<file path="config.mk">
export PLATFORM = sky130hd
export DESIGN_NAME = i2c_slave_reg_ctrl_flat
export DESIGN_NICKNAME = d
export VERILOG_FILES = /design/src/rtl/i2c_slave_reg_ctrl_if.sv /design/src/rtl/i2c_slave_reg_ctrl.sv /design/src/flat_wrapper.sv
export SDC_FILE = /design/constraint.sdc
export NUM_CORES = 1
export LEC_CHECK = 0
export CAP_MARGIN = 20
export CORE_MARGIN = 3
export CORE_UTILIZATION = 55
export CTS_BUF_LIST = sky130_fd_sc_hd__clkbuf_8
export DETAILED_ROUTE_END_ITERATION = 12
export PLACE_DENSITY = 0.85
export SLEW_MARGIN = 30
export SYNTH_ARGS = -nofsm -noshare
export SYNTH_HDL_FRONTEND = slang
export SYNTH_SLANG_ARGS = --single-unit
</file>
<file path="constraint.sdc">
create_clock -name clk -period 4.4 [get_ports clk]
set_input_delay 0.88 -clock clk [delete_from_list [all_inputs] [get_ports clk]]
set_output_delay 0.88 -clock clk [all_outputs]
set_load 0.01 [all_outputs]
</file>
<file path="src/rtl/i2c_slave_reg_ctrl_if.sv">
// rtl/i2c_slave_reg_ctrl_if.sv - RX/TX byte streams and register access bus of the I2C register controller
interface i2c_slave_reg_ctrl_if;
  logic [7:0] rx_tdata;
  logic       rx_tvalid;
  logic       rx_tlast;
  logic       rx_tready;
  logic [7:0] tx_tdata;
  logic       tx_tvalid;
  logic       tx_tlast;
  logic       tx_tready;
  logic       bus_addressed;
  logic [7:0] reg_addr;
  logic       reg_wr;
  logic       reg_rd;
  logic [7:0] reg_wdata;
  logic [7:0] reg_rdata;
  logic       reg_ack;
  logic       err_timeout;

  modport slave (
    input  rx_tdata, rx_tvalid, rx_tlast, tx_tready, bus_addressed, reg_rdata, reg_ack,
    output rx_tready, tx_tdata, tx_tvalid, tx_tlast, reg_addr, reg_wr, reg_rd, reg_wdata,
           err_timeout
  );

  modport master (
    output rx_tdata, rx_tvalid, rx_tlast, tx_tready, bus_addressed, reg_rdata, reg_ack,
    input  rx_tready, tx_tdata, tx_tvalid, tx_tlast, reg_addr, reg_wr, reg_rd, reg_wdata,
           err_timeout
  );
endinterface

</file>
<file path="src/rtl/i2c_slave_reg_ctrl.sv">
// rtl/i2c_slave_reg_ctrl.sv - I2C slave byte stream to register bus bridge with pointer and access timeout
// Optional feature: define I2C_REG_CTRL_AUTOINC_EN to advance the pointer after every data access.
module i2c_slave_reg_ctrl #(
  parameter int unsigned TIMEOUT = 1000
) (
  input logic                   clk,
  input logic                   rst,
  i2c_slave_reg_ctrl_if.slave   bus
);

  typedef enum logic [2:0] {IDLE, WR_DATA, WR_WAIT, RD_WAIT, TX_HOLD} state_e;

  localparam logic [15:0] CNT_LAST = 16'(TIMEOUT - 1);
`ifdef I2C_REG_CTRL_AUTOINC_EN
  localparam logic [7:0] PTR_STEP = 8'd1;
`else
  localparam logic [7:0] PTR_STEP = 8'd0;
`endif

  state_e      state_q, state_d;
  logic [7:0]  ptr_q, ptr_d;
  logic [7:0]  wdata_q, wdata_d;
  logic [7:0]  txd_q, txd_d;
  logic        last_q, last_d;
  logic [15:0] cnt_q, cnt_d;
  logic        err_q, err_d;
  logic        rdy_en_q;

  logic rx_tready_w;
  logic rx_beat;
  logic timeout_w;

  // rdy_en_q keeps rx_tready low for the first cycle out of reset
  assign rx_tready_w = rdy_en_q && (state_q == IDLE || state_q == WR_DATA);
  assign rx_beat     = bus.rx_tvalid && rx_tready_w;
  assign timeout_w   = (state_q == WR_WAIT || state_q == RD_WAIT) && !bus.reg_ack
                       && (cnt_q == CNT_LAST);

  always_comb begin
    state_d = state_q;
    ptr_d   = ptr_q;
    wdata_d = wdata_q;
    txd_d   = txd_q;
    last_d  = last_q;
    cnt_d   = cnt_q;
    err_d   = 1'b0;
    case (state_q)
      IDLE: begin
        if (rx_beat) begin
          ptr_d = bus.rx_tdata;
          if (!bus.rx_tlast) state_d = WR_DATA;
        end else if (rdy_en_q && bus.tx_tready) begin
          state_d = RD_WAIT;
          cnt_d   = 16'd0;
        end
      end
      WR_DATA: begin
        if (rx_beat) begin
          wdata_d = bus.rx_tdata;
          last_d  = bus.rx_tlast;
          state_d = WR_WAIT;
          cnt_d   = 16'd0;
        end
      end
      WR_WAIT: begin
        if (bus.reg_ack || timeout_w) begin
          ptr_d   = ptr_q + PTR_STEP;
          err_d   = timeout_w;
          state_d = last_q ? IDLE : WR_DATA;
        end else begin
          cnt_d = cnt_q + 16'd1;
        end
      end
      RD_WAIT: begin
        if (bus.reg_ack) begin
          txd_d   = bus.reg_rdata;
          state_d = TX_HOLD;
        end else if (timeout_w) begin
          txd_d   = 8'hFF;
          err_d   = 1'b1;
          state_d = TX_HOLD;
        end else begin
          cnt_d = cnt_q + 16'd1;
        end
      end
      TX_HOLD: begin
        if (bus.tx_tready) begin
          ptr_d   = ptr_q + PTR_STEP;
          state_d = IDLE;
        end else if (!bus.bus_addressed) begin
          state_d = IDLE;
        end
      end
      default: state_d = IDLE;
    endcase
  end

  always_ff @(posedge clk) begin
    if (rst) begin
      state_q  <= IDLE;
      ptr_q    <= 8'h00;
      wdata_q  <= 8'h00;
      txd_q    <= 8'h00;
      last_q   <= 1'b0;
      cnt_q    <= 16'd0;
      err_q    <= 1'b0;
      rdy_en_q <= 1'b0;
    end else begin
      state_q  <= state_d;
      ptr_q    <= ptr_d;
      wdata_q  <= wdata_d;
      txd_q    <= txd_d;
      last_q   <= last_d;
      cnt_q    <= cnt_d;
      err_q    <= err_d;
      rdy_en_q <= 1'b1;
    end
  end

  // Request strobes come straight from the state, so they are exclusive by construction
  assign bus.rx_tready   = rx_tready_w;
  assign bus.tx_tdata    = txd_q;
  assign bus.tx_tvalid   = (state_q == TX_HOLD);
  assign bus.tx_tlast    = 1'b0;
  assign bus.reg_addr    = ptr_q;
  assign bus.reg_wr      = (state_q == WR_WAIT);
  assign bus.reg_rd      = (state_q == RD_WAIT);
  assign bus.reg_wdata   = wdata_q;
  assign bus.err_timeout = err_q;

endmodule

</file>
<file path="src/flat_wrapper.sv">
// flat-port wrapper written by rule: the top's interface ports become plain ports
module i2c_slave_reg_ctrl_flat 
#(
  parameter int unsigned TIMEOUT = 1000
)
  (clk, rst, bus_rx_tdata, bus_rx_tvalid, bus_rx_tlast, bus_tx_tready, bus_bus_addressed, bus_reg_rdata, bus_reg_ack, bus_rx_tready, bus_tx_tdata, bus_tx_tvalid, bus_tx_tlast, bus_reg_addr, bus_reg_wr, bus_reg_rd, bus_reg_wdata, bus_err_timeout);
  i2c_slave_reg_ctrl_if bus_i ();
  input logic clk;
  input logic rst;
  input wire logic [$bits(bus_i.rx_tdata)-1:0] bus_rx_tdata;
  input wire logic [$bits(bus_i.rx_tvalid)-1:0] bus_rx_tvalid;
  input wire logic [$bits(bus_i.rx_tlast)-1:0] bus_rx_tlast;
  input wire logic [$bits(bus_i.tx_tready)-1:0] bus_tx_tready;
  input wire logic [$bits(bus_i.bus_addressed)-1:0] bus_bus_addressed;
  input wire logic [$bits(bus_i.reg_rdata)-1:0] bus_reg_rdata;
  input wire logic [$bits(bus_i.reg_ack)-1:0] bus_reg_ack;
  output wire logic [$bits(bus_i.rx_tready)-1:0] bus_rx_tready;
  output wire logic [$bits(bus_i.tx_tdata)-1:0] bus_tx_tdata;
  output wire logic [$bits(bus_i.tx_tvalid)-1:0] bus_tx_tvalid;
  output wire logic [$bits(bus_i.tx_tlast)-1:0] bus_tx_tlast;
  output wire logic [$bits(bus_i.reg_addr)-1:0] bus_reg_addr;
  output wire logic [$bits(bus_i.reg_wr)-1:0] bus_reg_wr;
  output wire logic [$bits(bus_i.reg_rd)-1:0] bus_reg_rd;
  output wire logic [$bits(bus_i.reg_wdata)-1:0] bus_reg_wdata;
  output wire logic [$bits(bus_i.err_timeout)-1:0] bus_err_timeout;
  assign bus_i.rx_tdata = bus_rx_tdata;
  assign bus_i.rx_tvalid = bus_rx_tvalid;
  assign bus_i.rx_tlast = bus_rx_tlast;
  assign bus_i.tx_tready = bus_tx_tready;
  assign bus_i.bus_addressed = bus_bus_addressed;
  assign bus_i.reg_rdata = bus_reg_rdata;
  assign bus_i.reg_ack = bus_reg_ack;
  assign bus_rx_tready = bus_i.rx_tready;
  assign bus_tx_tdata = bus_i.tx_tdata;
  assign bus_tx_tvalid = bus_i.tx_tvalid;
  assign bus_tx_tlast = bus_i.tx_tlast;
  assign bus_reg_addr = bus_i.reg_addr;
  assign bus_reg_wr = bus_i.reg_wr;
  assign bus_reg_rd = bus_i.reg_rd;
  assign bus_reg_wdata = bus_i.reg_wdata;
  assign bus_err_timeout = bus_i.err_timeout;
  i2c_slave_reg_ctrl #(.TIMEOUT(TIMEOUT)) u_core (.clk(clk), .rst(rst), .bus(bus_i));
endmodule
</file>
After elaboration in Yosys (flattened, before gate mapping)
Index checks and enable logic that the tools add are counted.
{"block": "totals", "regBits": 46, "input_bits": 23, "out_inout_bits": 30, "word_cells": 67}
{"block": "op_classes", "n_addsub": 1, "eq_ne": 16, "mux": 25, "n_reduce_logical": 17}
{"cell": "$mux 16", "n": 6}
{"cell": "$pmux 16 s4", "n": 1}
{"cell": "$mux 3", "n": 9}
{"cell": "$add 16x1->16 const B", "n": 1}
{"cell": "$eq 16x10->1 const B", "n": 1}
{"cell": "$mux 8", "n": 2}
{"cell": "$pmux 3 s5", "n": 1}
{"cell": "$ne 2x2->1 const B", "n": 5}
{"cell": "$reduce_and 7->1", "n": 1}
{"cell": "$eq 3x2->1 const B", "n": 2}
{"cell": "$ne 3x2->1 const B", "n": 2}
{"cell": "$ne 3x3->1 const B", "n": 2}
{"cell": "$reduce_and 2->1", "n": 3}
{"cell": "$reduce_and 6->1", "n": 1}
{"cell": "$logic_and 1x1->1", "n": 5}
{"cell": "$mux 1", "n": 5}
{"cell": "$ne 2x1->1 const B", "n": 2}
{"cell": "$reduce_bool 4->1", "n": 1}
{"cell": "$eq 3x1->1 const B", "n": 1}
{"cell": "$eq 3x3->1 const B", "n": 1}
{"cell": "$logic_not 3->1", "n": 1}
{"cell": "$logic_or 1x1->1", "n": 3}
{"cell": "$pmux 1 s2", "n": 1}
{"cell": "$reduce_bool 2->1", "n": 1}
{"cell": "$logic_not 1->1", "n": 1}

Depth between registers and ports, before layout
{"block": "logic_depth", "ltp_word": 7, "ltp_mapped": 7, "mapped_depth_nobuf": 6}

Worst setup path before layout
Ideal clock, no wire load.
{"block": "synth_timing", "path_kind": "in2reg", "start": "input bus_tx_tready", "end": "register u_core.cnt_q[12]", "setup_time_ps": 88, "arrival_time_ps": 2200, "t_required_ps": 4312, "setup_slack_ps": 2112, "stages": 6, "n_path_buf": 1, "path_cell_list": "nor3b_1 > and2_1 > o41ai_1 > clkbuf_8 > nor2_8 > a311oi_2"}
{"block": "synth_between", "elab_chain_cells": 3}
{"element": "start: declaration", "line": "flat_wrapper.sv:13", "rtl": "input wire logic [$bits(bus_i.tx_tready)-1:0] bus_tx_tready;"}
{"element": "$logic_and 1x1->1", "line": "i2c_slave_reg_ctrl.sv:52", "rtl": "end else if (rdy_en_q && bus.tx_tready) begin"}
{"element": "$ne 2x2->1 (no source line)"}
{"element": "$reduce_and 7->1 (no source line)"}
{"element": "end signal: assignment", "line": "i2c_slave_reg_ctrl.sv:114", "rtl": "cnt_q <= cnt_d;"}
{"element": "end: declaration", "line": "i2c_slave_reg_ctrl.sv:25", "rtl": "logic [15:0] cnt_q, cnt_d;"}
No other way between the ends.
A chain may end at the register's enable or synchronous reset.

Worst setup path after layout
{"block": "layout_timing", "start": "register u_core.state_q[1]", "end": "output bus_reg_rd"}
{"block": "layout_between", "elab_chain_cells": 1}
{"element": "start: declaration", "line": "i2c_slave_reg_ctrl.sv:20", "rtl": "state_e state_q, state_d;"}
{"element": "start signal: assignment", "line": "i2c_slave_reg_ctrl.sv:109", "rtl": "state_q <= state_d;"}
{"element": "$eq 3x2->1", "line": "i2c_slave_reg_ctrl.sv:127", "rtl": "assign bus.reg_rd = (state_q == RD_WAIT);"}
{"element": "end: declaration", "line": "flat_wrapper.sv:23", "rtl": "output wire logic [$bits(bus_i.reg_rd)-1:0] bus_reg_rd;"}
No other way between the ends.

==> impl_metrics.yaml <==
run_status:
  status: "finished, final reports clean"
global_route:
  globalRoute.totalOverflow: 0
  grt_pass1_wl_mm: 8.949
  grt_pass1_vias: 1873
  grt_usage: 0.2252
  grt_max_degree: 20
  antenna_found_initial: 0
worst_hold_path:
  hp-class: "reg2reg"
place:
  place_congestion: 0.8525
  post-dp-hpwl_mm: 3.651
  port-buffer-count: 51
  placed_area_um2: 2681
power:
  powerDensity_nw_per_um2: 322.0
  static-leakage-power_nw: 0.9216
  peakVddDrop_mv: 0.2515
layout:
  most-common-layout-cells: "51 x clkdlybuf4s50_1, 46 x dfxtp_1, 26 x nor2_1, 18 x mux2i_1, 15 x nand2_1"
  diodes: 0
  fillers: 286
  multiInputGateArea_um2: 1130
  register_area_um2: 920.9
  mostFrequentLayoutCell: "clkdlybuf4s50_1"
  final_cell_area_um2: 2795
  syn_to_final_growth_pct: 27.44
  finalNetCount: 297
  utilization: 0.7467
  drive_gt1_frac: 0.1569
logic_synthesis:
  synth_edf_count: 0
  synth_seq_area_share: 0.4199
  synth.top_cell.area_share: 0.4199
  yosysWarnings: 0
  synthesis.area_um2: 2193
  avgSynthCellArea_um2: 9.748
  synth_cell_types: 48
  yosysTopAreaCell: "dfxtp_1"
  synthArstFlopShare: 0
  synth-seq-cells: 46
  syn-num-nets: 249
  synth_area_leaders: "dfxtp_1 42%, mux2i_1 8.2%, nor2_1 4.4%"
  syn_inst: 225
  synth_ff_type: "dfxtp_1"
critical_path:
  criticalPathCategory: "reg2out"
  crit_fanout: 13
  startpoint_type: "register"
  crit_path_cell_trace: "nand2b_2 -> nor2_1 -> clkdlybuf4s50_1"
  slowest_stage: "clkdlybuf4s50_1"
  slowest_delay_ns: 0.59
  required_ns: 3.52
  arrival_ns: 1.93
  worst_setup_path_end_kind: "output pin"
floorplanning:
  core_area_um2: 3744
  start_util: 0.5859
  die_x_um: 69.15
  ios: 53
  row_count: 22
  die_h_um: 69.15
  dieArea_um2: 4782
clocking:
  cts_made_buffers: 5
  clockBufferDepth: 2
  clk_pin_slew_worst_paths_ns: 0.09
  cts.sinks: 46
  post-cts-setup-buffers: 0
  holdBufCountCts: 0
  cts_tree: "done"
  cts-resized-gates: 0
  root_buffer: "clkbuf_8"
  cts-htree-levels: 2
  clk_latency_ns: 0.31
drt:
  drt-pass1-iter-count: 4
  postRouteAntennaNets: 0
  route.detailed.drc: 0
  wirelength_mm: 5.174
  drt-met1-wl_mm: 2.293
  top_layer: "met4"
  met3WireLength_um: 281
  avgViaCountPerCell: 6.068
  wl_met2_mm: 2.505
  drt_iter0_drc: 176
  avgRoutedWirePerCell_um: 16.07
  vias: 1954
timing:
  slew_headroom: 0.4525
  final.setup.tns_ns: 0
  slew_violations: 0
  worst_pin_slew_ns: 0.8187
  finClkSkew_ns: 0.005358
  period_minus_slack_ns: 2.807
  rsz0062_at_grt: "no"
  hold_violations: 0
  max_freq_ghz: 0.3562
  setup_viol: 0
  fin_crit_sh: 0.6380
job:
  drv_cap: 0
==> power by group <==
group,internal [W],total (W),switching [W]
Sequential,0.000428,0.000440,0.0000117
Clock,0.000169,0.000321,0.000152
Combinational,0.0000660,0.000140,0.0000735
Total,0.000663,0.000900,0.000237
==> registers in the layout (all words and copies together) (netlist names) <==
signal                  cells
u_core.rdy_en_q             1
u_core.bus.reg_wdata        8
u_core.bus.tx_tdata         8
u_core.last_q               1
u_core.state_q              3
u_core.cnt_q               16
u_core.bus.err_timeout      1
u_core.bus.reg_addr         8
==> cells in the mapped netlist, types with 2 or more instances <==
cell type   n
o21ai_0     8
dfxtp_1    46
nor4_1      2
nand3_1    10
a211oi_1    4
nor3_1      6
nor3b_1     2
buf_6       4
buf_4       2
nand4_1     4
a31oi_1     2
a41oi_1     2
o311ai_0    2
and3_2      2
buf_2       2
o21a_1      4
nand2_1    15
or4_2       2
a21oi_1    13
clkbuf_1    4
inv_1       6
mux2i_1    18
nor4_2      3
o41ai_1     2
o221a_2     8
a311oi_2    4
nor2_1     26
o31ai_1     2
==> layer usage <==
metal | global-route usage | vias to the layer above
met5 | 0 | -
met4 | 0.06508 | 0
met3 | 0.05831 | 11
met2 | 0.3729 | 66
met1 | 0.2882 | 939
li1 | - | 938
==> worst max-delay path: cells and delay by family (launching register included) <==
family / cells / cell delay [ns]
simple gates: 2 / 0.52
buf+inv: 1 / 0.59
flops: 1 / 0.51
==> area by class of cell <==
class	instances	share of cell area
Clock buffer	5	0.02462
Clock inverter	3	0.01611
Inverter	6	0.008057
Multi-Input combinational cell	158	0.4042
Sequential cell	46	0.3295
Tap cell	48	0.02149
Timing Repair Buffer	56	0.1961
==> logic make-up (layout without fill, tap and decap cells) <==
| kind of cell | after synthesis | count (layout) | synth area share |
|---|---|---|---|
| AOI/OAI and AO/OA | 56 | 56 | 0.2116 |
| adders and majority gates | 1 | 1 | 0.005704 |
| buffers and inverters | 21 | 70 | 0.06845 |
| DFF | 46 | 46 | 0.4199 |
| muxes | 18 | 18 | 0.08214 |
| other | 1 | 1 | 0.001710 |
| and+or+nand+nor | 82 | 82 | 0.2105 |
==> metrics by stage <==
stage          hold slack, ns  std cells  worst slack (ns)  total power, W
2_1_floorplan          0.4505        225             2.112       0.0005381
3_3_place_gp           0.4748        314             1.496       0.0005846
3_5_place_dp           0.4867        314             1.342       0.0005872
4_1_cts                0.5109        322             1.625       0.0008985
5_1_grt                0.5294        322             1.509       0.0009305
6_report               0.5069        322             1.593       0.0009000
==> worst paths after layout <==
| kind | cells after the start | slack (ns) | startpoint | end |
|---|---|---|---|---|
| worst max-delay path | 3 | 1.59 | u_core.state_q[1] | bus_reg_rd |
| worst min-delay path | 2 | 0.51 | u_core.last_q | u_core.last_q |
| worst max register to register | 6 | 2.31 | u_core.cnt_q[0] | u_core.cnt_q[15] |
| worst min register to register | 2 | 0.51 | u_core.last_q | u_core.last_q |
No activity file was read; power rests on OpenSTA's default activity.
